<file path="src/rtl/hit_reader_pkg.sv">
// Shared types and constants for the hit-event reader: FSM states, synchroniser depth,
// post-clear holdoff length and the lane-index width helper.
package hit_reader_pkg;

    typedef enum logic [1:0] {
        SCAN,
        PRESENT,
        CLEAR,
        HOLDOFF
    } state_e;

    localparam int SYNC_STAGES = 2;
    localparam int HOLDOFF_CYC = 3;

    function automatic int lane_w(input int lanes);
        return (lanes > 1) ? $clog2(lanes) : 1;
    endfunction

endpackage

</file>
<file path="src/rtl/rr_lane_pick.sv">
// Combinational round-robin picker: first set flag at or after ptr_i, wrapping modulo LANES.
module rr_lane_pick
    import hit_reader_pkg::*;
#(
    parameter int LANES = 4
) (
    input  logic [LANES-1:0]              flags_i,
    input  logic [lane_w(LANES)-1:0]      ptr_i,
    output logic                          any_o,
    output logic [lane_w(LANES)-1:0]      lane_o
);

    localparam int LW = lane_w(LANES);

    // Walk offsets from farthest to nearest so the lane closest to the pointer wins.
    always_comb begin
        int idx;
        any_o  = 1'b0;
        lane_o = '0;
        idx    = 0;
        for (int i = LANES - 1; i >= 0; i--) begin
            idx = int'(ptr_i) + i;
            if (idx >= LANES) begin
                idx = idx - LANES;
            end
            if (flags_i[idx]) begin
                any_o  = 1'b1;
                lane_o = LW'(idx);
            end
        end
    end

endmodule

</file>
<file path="src/rtl/hit_event_reader.sv">
// Reads the SR-latch lane bank: synchronises flags, serves pending lanes round-robin over
// valid/ready, then pulses the served lane's clear. Define HIT_TIMESTAMP_EN to add ev_ts.
module hit_event_reader
    import hit_reader_pkg::*;
#(
    parameter int LANES = 4,
    parameter int TS_W  = 16
) (
    input  logic                     clk,
    input  logic                     rst,
    input  logic [LANES-1:0]         flags_i,
    output logic [LANES-1:0]         clr_o,
    output logic                     ev_valid,
    input  logic                     ev_ready,
    output logic [lane_w(LANES)-1:0] ev_lane
`ifdef HIT_TIMESTAMP_EN
    ,
    output logic [TS_W-1:0]          ev_ts
`endif
);

    localparam int LW     = lane_w(LANES);
    localparam int HOLD_W = $clog2(HOLDOFF_CYC + 1);

    // Handshake: an event transfers on a rising clk edge where ev_valid && ev_ready;
    // ev_valid and ev_lane (and ev_ts) stay stable until that edge.

    state_e             state_q;
    logic [LANES-1:0]   sync_q [SYNC_STAGES];
    logic [LANES-1:0]   flags_s;
    logic [LW-1:0]      ptr_q;
    logic [LW-1:0]      ptr_d;
    logic [LW-1:0]      ev_lane_q;
    logic               ev_valid_q;
    logic [LANES-1:0]   clr_q;
    logic [HOLD_W-1:0]  hold_q;
    logic               pick_any;
    logic [LW-1:0]      pick_lane;

    assign flags_s = sync_q[SYNC_STAGES-1];
    assign ptr_d   = (ev_lane_q == LW'(LANES - 1)) ? '0 : ev_lane_q + LW'(1);

    rr_lane_pick #(
        .LANES(LANES)
    ) u_pick (
        .flags_i (flags_s),
        .ptr_i   (ptr_q),
        .any_o   (pick_any),
        .lane_o  (pick_lane)
    );

`ifdef HIT_TIMESTAMP_EN
    logic [TS_W-1:0] ts_q;
    logic [TS_W-1:0] ts_d;
    logic [TS_W-1:0] ev_ts_q;

    assign ts_d  = ts_q + TS_W'(1);
    assign ev_ts = ev_ts_q;

    always_ff @(posedge clk) begin
        if (rst) begin
            ts_q    <= '0;
            ev_ts_q <= '0;
        end else begin
            ts_q <= ts_d;
            if (state_q == SCAN && pick_any) begin
                ev_ts_q <= ts_d;
            end
        end
    end
`else
    // TS_W only sizes the timestamp path; this empty block just marks it as consumed.
    if (TS_W < 1) begin : g_ts_w_unused
    end
`endif

    always_ff @(posedge clk) begin
        if (rst) begin
            for (int s = 0; s < SYNC_STAGES; s++) begin
                sync_q[s] <= '0;
            end
            state_q    <= SCAN;
            ptr_q      <= '0;
            ev_lane_q  <= '0;
            ev_valid_q <= 1'b0;
            clr_q      <= '0;
            hold_q     <= '0;
        end else begin
            sync_q[0] <= flags_i;
            for (int s = 1; s < SYNC_STAGES; s++) begin
                sync_q[s] <= sync_q[s-1];
            end
            case (state_q)
                SCAN: begin
                    if (pick_any) begin
                        ev_lane_q  <= pick_lane;
                        ev_valid_q <= 1'b1;
                        state_q    <= PRESENT;
                    end
                end
                PRESENT: begin
                    if (ev_ready) begin
                        ev_valid_q <= 1'b0;
                        clr_q      <= LANES'(1) << ev_lane_q;
                        ptr_q      <= ptr_d;
                        state_q    <= CLEAR;
                    end
                end
                CLEAR: begin
                    clr_q   <= '0;
                    hold_q  <= HOLD_W'(HOLDOFF_CYC);
                    state_q <= HOLDOFF;
                end
                HOLDOFF: begin
                    // Lets the cleared lane's stale synchronised flag drain before rescanning.
                    if (hold_q == '0) begin
                        state_q <= SCAN;
                    end else begin
                        hold_q <= hold_q - HOLD_W'(1);
                    end
                end
                default: state_q <= SCAN;
            endcase
        end
    end

    assign clr_o    = clr_q;
    assign ev_valid = ev_valid_q;
    assign ev_lane  = ev_lane_q;

endmodule

</file>
<file path="config.mk">
export PLATFORM = sky130hd
export DESIGN_NAME = hit_event_reader
export DESIGN_NICKNAME = d
export VERILOG_FILES = /design/src/rtl/hit_reader_pkg.sv /design/src/rtl/rr_lane_pick.sv /design/src/rtl/hit_event_reader.sv
export SDC_FILE = /design/constraint.sdc
export NUM_CORES = 1
export LEC_CHECK = 0
export BUFFER_PORTS_ARGS = -buffer_cell sky130_fd_sc_hd__buf_2
export CAP_MARGIN = 20
export CELL_PAD_IN_SITES_DETAIL_PLACEMENT = 1
export CELL_PAD_IN_SITES_GLOBAL_PLACEMENT = 1
export CORE_MARGIN = 4
export CORE_UTILIZATION = 41
export CTS_CLUSTER_SIZE = 28
export DETAILED_ROUTE_END_ITERATION = 7
export GPL_ROUTABILITY_DRIVEN = 0
export PLACE_DENSITY_LB_ADDON = 0.08
export SYNTH_ARGS = -nofsm -noshare
export SYNTH_HDL_FRONTEND = slang
export SYNTH_SLANG_ARGS = --single-unit
export TNS_END_PERCENT = 100
</file>
<file path="constraint.sdc">
create_clock -name clk -period 1.7 [get_ports clk]
set_input_delay 0.255 -clock clk [delete_from_list [all_inputs] [get_ports clk]]
set_output_delay 0.255 -clock clk [all_outputs]
set_load 0.01 [all_outputs]
</file>
; Word-level counts from Yosys, hierarchy flattened
; Memories as Yosys holds them, arrays and structs flattened.
; Cells that the tools add are included.
[word_totals]
in_bits = 7
wordCells = 87
mem_count = 1
out_inout_bits = 7
ramBits = 8
ff_bits = 13
[mem_list]
columns = name, depth, word_bits, read_ports, rd_ports_with_merged_regs, write_ports, line
row1 = sync_q, 2, 4, 2, 0, 2, hit_event_reader.sv:29  ; logic [LANES-1:0] sync_q [SYNC_STAGES];
[classes]
bitwise = 2
shifts = 1
n_eq_ne = 8
muxes = 41
n_reduce_logical = 11
magnitude_cmp = 8
n_addsub = 9
[op_table]
columns = operator, n
row1 = < comparator 32 x 4 -> 1 bit (second input constant), 4
row2 = two-way mux 32 bit, 4
row3 = >= comparator 32 x 4 -> 1 bit (second input constant), 3
row4 = subtractor 32 x 4 -> 32 bit (second input constant), 3
row5 = two-way mux 2 bit, 9
row6 = two-way mux 1 bit, 17
row7 = two-way mux 4 bit, 3
row8 = binary-select mux 1 bit (select 2 bit), 4
row9 = inequality test 2 bit (second input constant), 4
row10 = case mux 2 bit (4 select lines), 1
row11 = case mux 4 bit (2 select lines), 1
row12 = AND reduction 2 bit, 4
row13 = adder 2 x 2 -> 3 bit (second input constant), 2
row14 = == test 2 bit (second input constant), 3
row15 = AND reduction 3 bit, 2
row16 = nonzero test 2 bit, 3
row17 = zero test 2 bit, 2
row18 = case mux 2 bit (2 select lines), 1
row19 = left shift 1 x 2 -> 4 bit (first input constant), 1
row20 = subtractor 2 x 3 -> 4 bit (second input constant), 1
row21 = adder 2 x 1 -> 3 bit (second input constant), 1
row22 = >= comparator 2 x 3 -> 1 bit (second input constant), 1
row23 = adder 2 x 1 -> 2 bit (second input constant), 1
row24 = == test 2 x 1 -> 1 bit (second input constant), 1
row25 = other kinds (3), 4

; Logic depth before layout (Yosys ltp)
[depth]
word_depth = 12
mapped_depth = 5
mapped_depth_nobuf = 5

; Hierarchy
; A second synthesis with hierarchy kept.
[unflattened]
hier_cells = 104
area_unflattened_um2 = 967.2
[modules_own_cells]
columns = mod, seq_area_each_um2, cells_each, instances, area_each_um2
row1 = hit_event_reader, 420.4, 91, 1, 889.6
row2 = rr_lane_pick, 0.0, 13, 1, 77.6

; Worst setup path after synthesis
; Ideal clock, no wire load.
[synth_path]
path_type = register to register
from = register state_q[1]
to = register state_q[0]
path_buffers = 0
slack_ps = 297
arrival_ps = 1287
period_less_slack_ps = 1403
setup_ps = 116
stages_incl_launch_ff = 6
required_ps = 1584
cell_sequence = dfxtp_1 inv_1 ha_1 nor2b_1 or4_1 o211a_1
[synth_via]
elab_chain_len = 3
word_cells_on_any_way = 9
classes_between = eq/ne (6) / mux (1) / reduce/logical (2)
[synth_lines]
columns = item, line
row1 = start: declaration, hit_event_reader.sv:28  ; state_e state_q;
row2 = start signal: assignment, hit_event_reader.sv:82  ; state_q <= SCAN;
row3 = start signal: assignment, hit_event_reader.sv:98  ; state_q <= PRESENT;
row4 = start signal: assignment, hit_event_reader.sv:106  ; state_q <= CLEAR;
row5 = == test 2 bit (tied with other cells), hit_event_reader.sv:93  ; case (state_q)
row6 = inequality test 2 bit (no source line), --
row7 = AND reduction 3 bit (no source line), --
; Several ways; a longest one is shown, not always the timed one.
; A chain may end at the register's enable or synchronous reset.

; Worst setup path in the final report
; Ends and elaborated chain as after synthesis.

==> impl_results.md <==
- Cell family with the largest share of critical-path delay: simple AND/OR/NAND/NOR gates
- Die boundary height: 56.4 µm
- Setup repair after global routing missed its margin: false
- Clock slew at the register clock pins of the worst setup and hold paths: 0.12 ns
- Yosys top cell area share: 43.9%
- Post-synthesis share of cell area spent on xor and xnor gates: 0%
- Buf/Inv on CP: 1
- Post-synthesis simple-gate area fraction: 20.8%
- Final Routed Wirelength: 1.85 mm
- P&R area growth vs syn: 13.1%
- Grt met2 use: 23.0%
- Sort of element at the start of the critical path: flop
- Core area: 2210 µm²
- Adder-cell area share of the yosys netlist: 11.7%
- Fraction of final layout cells sized beyond drive strength 1: 17.7%
- TritonCTS clock tree: built
- Clock latency on the worst-skew pair: 0.30 ns
- Total of warnings raised by yosys: 0
- Worst setup slack before clock tree synthesis: 0.189 ns
- Count of instances resized after the clock tree is built: 0
- Flop2flop setup slack: 0.17 ns
- Clock period minus final worst setup slack: 1.53 ns
- Io pins: 14
- Number of buffers added for setup after CTS: 0
- Number of rows in the core area: 17
- Actual slew at the worst max-slew pin: 0.464 ns
- Final period utilization: 90.3%
- Global routing usage on met3: 2.99%
- Classification of the worst-slack hold path: in2reg
- Antenna diode count: 0
- Net count, final: 130
- Netlist area before placement: 958 µm²
- Vias/cell: 5.23
- Starting density of the core: 43.3%
- Syn_nets: 114
- Per-cell routed wire length: 13.1 µm
- First-pass GRT wire length: 3.32 mm
- Worst setup EP type: flop
- Type of the setup path with the least slack: reg2reg
- Relative slew margins: 68.7%
- Htree depth: 1
- Max FO, Critical Path: 6
- Endpoints failing hold: 0
- Clock root cell: clkbuf_4
- Die outline width: 56.4 µm
- TritonCTS Buffers: 3
- Drc violations: 0
- Series of cell instances along the critical path: inv_1 -> ha_1 -> nor2b_1 -> or4_1 -> o211a_1
- Layer carrying the most global-route usage: met2
- Post-Synthesis Cells: 98
- Max-capacitance violation count: 0
- Netlist cell types: 23
- LEAKAGE: 0.469 nW
- Accumulated negative setup slack: 0 ns
- Number of antenna violations at the first check in global routing: 0
- Port buffer count: 13
- Worst ir drop on vdd: 704 µV
- Fraction of power consumed by combinational cells: 34.0%
- Post-CTS Hold Buffers: 0
- Clock Power Share: 18.2%
- Clock tree sinks: 21
- Via count of the first global-routing pass: 756
- Combinational family with the most area after synthesis: simple AND/OR/NAND/NOR gates
- Slowest cell delay on critical path: 0.40 ns
- Number of max-slew violations in the final report: 0
- Hold_ws: 0.150 ns
- Largest net degree at the start of global routing: 20
- Crit path required time: 1.91 ns
- Area contributors post-synth: dfxtp_1 44%, ha_1 12%, nor2b_1 7.8%
- Overall die area: 3180 µm²
- Count of antenna-violating nets left after detailed routing: 0
- Routed via count: 738
- Multiplexer fraction of the synthesized cell area: 5.22%
- Share of the core filled with cells: 49.0%
- Cell internal power dissipation: 878 µW
- Global routing met1 resource utilization: 15.9%
- Worst-path cell with the longest stage delay: dfxtp_1
- Total global-route track usage: 13.2%
- Result of the run: completed
- Maximum clock path buffer count: 2
- Worst Skew: 0.00659 ns
- Upper clock frequency limit: 0.652 GHz
- Mean post-synth cell area: 9.78 µm²
- Seq/Total Area, Yosys: 43.9%
- Final count of negative-setup-slack endpoints: 0
- Number of DRC markers in iteration 0: 3
- Reg power frac: 47.8%
- Sum of net half-perimeters after detailed placement: 1.40 mm
- PwrDens: 1240 nW/µm²
- Post-route setup slack: 0.165 ns
- Switching Fraction: 34.6%
- Pre-Repair DR Iteration Count: 3
- NetSw: 464 µW
- Worst path arrival time: 1.74 ns
- Number of storage elements in the synthesis netlist: 21
- Compound-gate portion of the synthesized area: 14.1%
- GRT overflow: 0
- Area leader, netlist: dfxtp_1
## synthesized netlist by cell type, drive strengths merged
master  number
dfxtp       21
nor2b       12
ha           9
inv          9
nor2         8
mux2i        5
nand2        5
a22oi        4
a211oi       3
a21oi        3
nand3        3
o41ai        3
clkbuf       2
nand2b       2
nor3         2
a311oi       1
a32o         1
and3b        1
nor4         1
o211a        1
o21ai        1
or4          1
## cells by family after synthesis
logic type / Yosys count
fa+ha+maj: 9
flops: 21
buf+inv: 11
simple gates: 35
mux: 5
compound gates: 17
## flip-flops by register name, indices dropped and copies added (netlist names)
| signal | flops |
|---|---|
| ptr_q | 2 |
| ev_valid | 1 |
| state_q | 2 |
| sync_q | 8 |
| clr_o | 4 |
| ev_lane | 2 |
| hold_q | 2 |
## path summary, 6_finish.rpt
check | start | end | cells after the start
hold / removal | flags_i[2] | sync_q[0][2]$_SDFF_PP0_ | 2
setup / recovery | state_q[1]$_SDFFE_PP0P_ | state_q[0]$_SDFFE_PP0P_ | 5
hold reg to reg | sync_q[0][2]$_SDFF_PP0_ | sync_q[0][6]$_SDFF_PP0_ | 1
setup reg to reg | state_q[1]$_SDFFE_PP0P_ | state_q[0]$_SDFFE_PP0P_ | 5
## stage by stage
stage                     instances  total power [mW]  cell area (µm²)
after CTS                       141              1.35             1080
after global placement          137              1.08             1050
after global routing            141              1.47             1080
after floorplan                  98             0.985              958
final                           141              1.34             1080
after detailed placement        137              1.11             1050
## layout make-up
cell class              instances  area, µm²
inverters                       9       33.8
clock buffers                   3       22.5
multi-input cells              66        502
well taps                      28       35.0
flip-flops and latches         21        420
clock inverters                 1       5.00
repair buffers                 13       65.1
fillers                       266       1130
## per-layer routing
metal	part of all wire, %	wire length, µm
met3	3.6	66
met1	46	856
met5	0	0
met4	0.65	12
met2	49	912
## layout by cell type, fill, tap and decap left out, drive strengths merged
cell    netlist  layout
nor3          2       2
and3b         1       1
a22oi         4       4
or4           1       1
a32o          1       1
ha            9       9
nand2         5       5
o41ai         3       3
o21ai         1       1
nand2b        2       2
nor2          8       8
mux2i         5       5
clkinv        0       1
a211oi        3       3
dfxtp        21      21
nor4          1       1
clkbuf        2       3
inv           9       9
o211a         1       1
a21oi         3       3
a311oi        1       1
nor2b        12      12
nand3         3       3
buf           0      13
## power by group through the flow
stage	clock, mW	sequential (mW)	combinational, mW
floorplan	0	0.651	0.334
global placement	0	0.647	0.436
detailed placement	0	0.654	0.454
CTS	0.254	0.644	0.456
global route	0.280	0.660	0.527
finish	0.244	0.642	0.457
(Power assumes the default switching activity.)
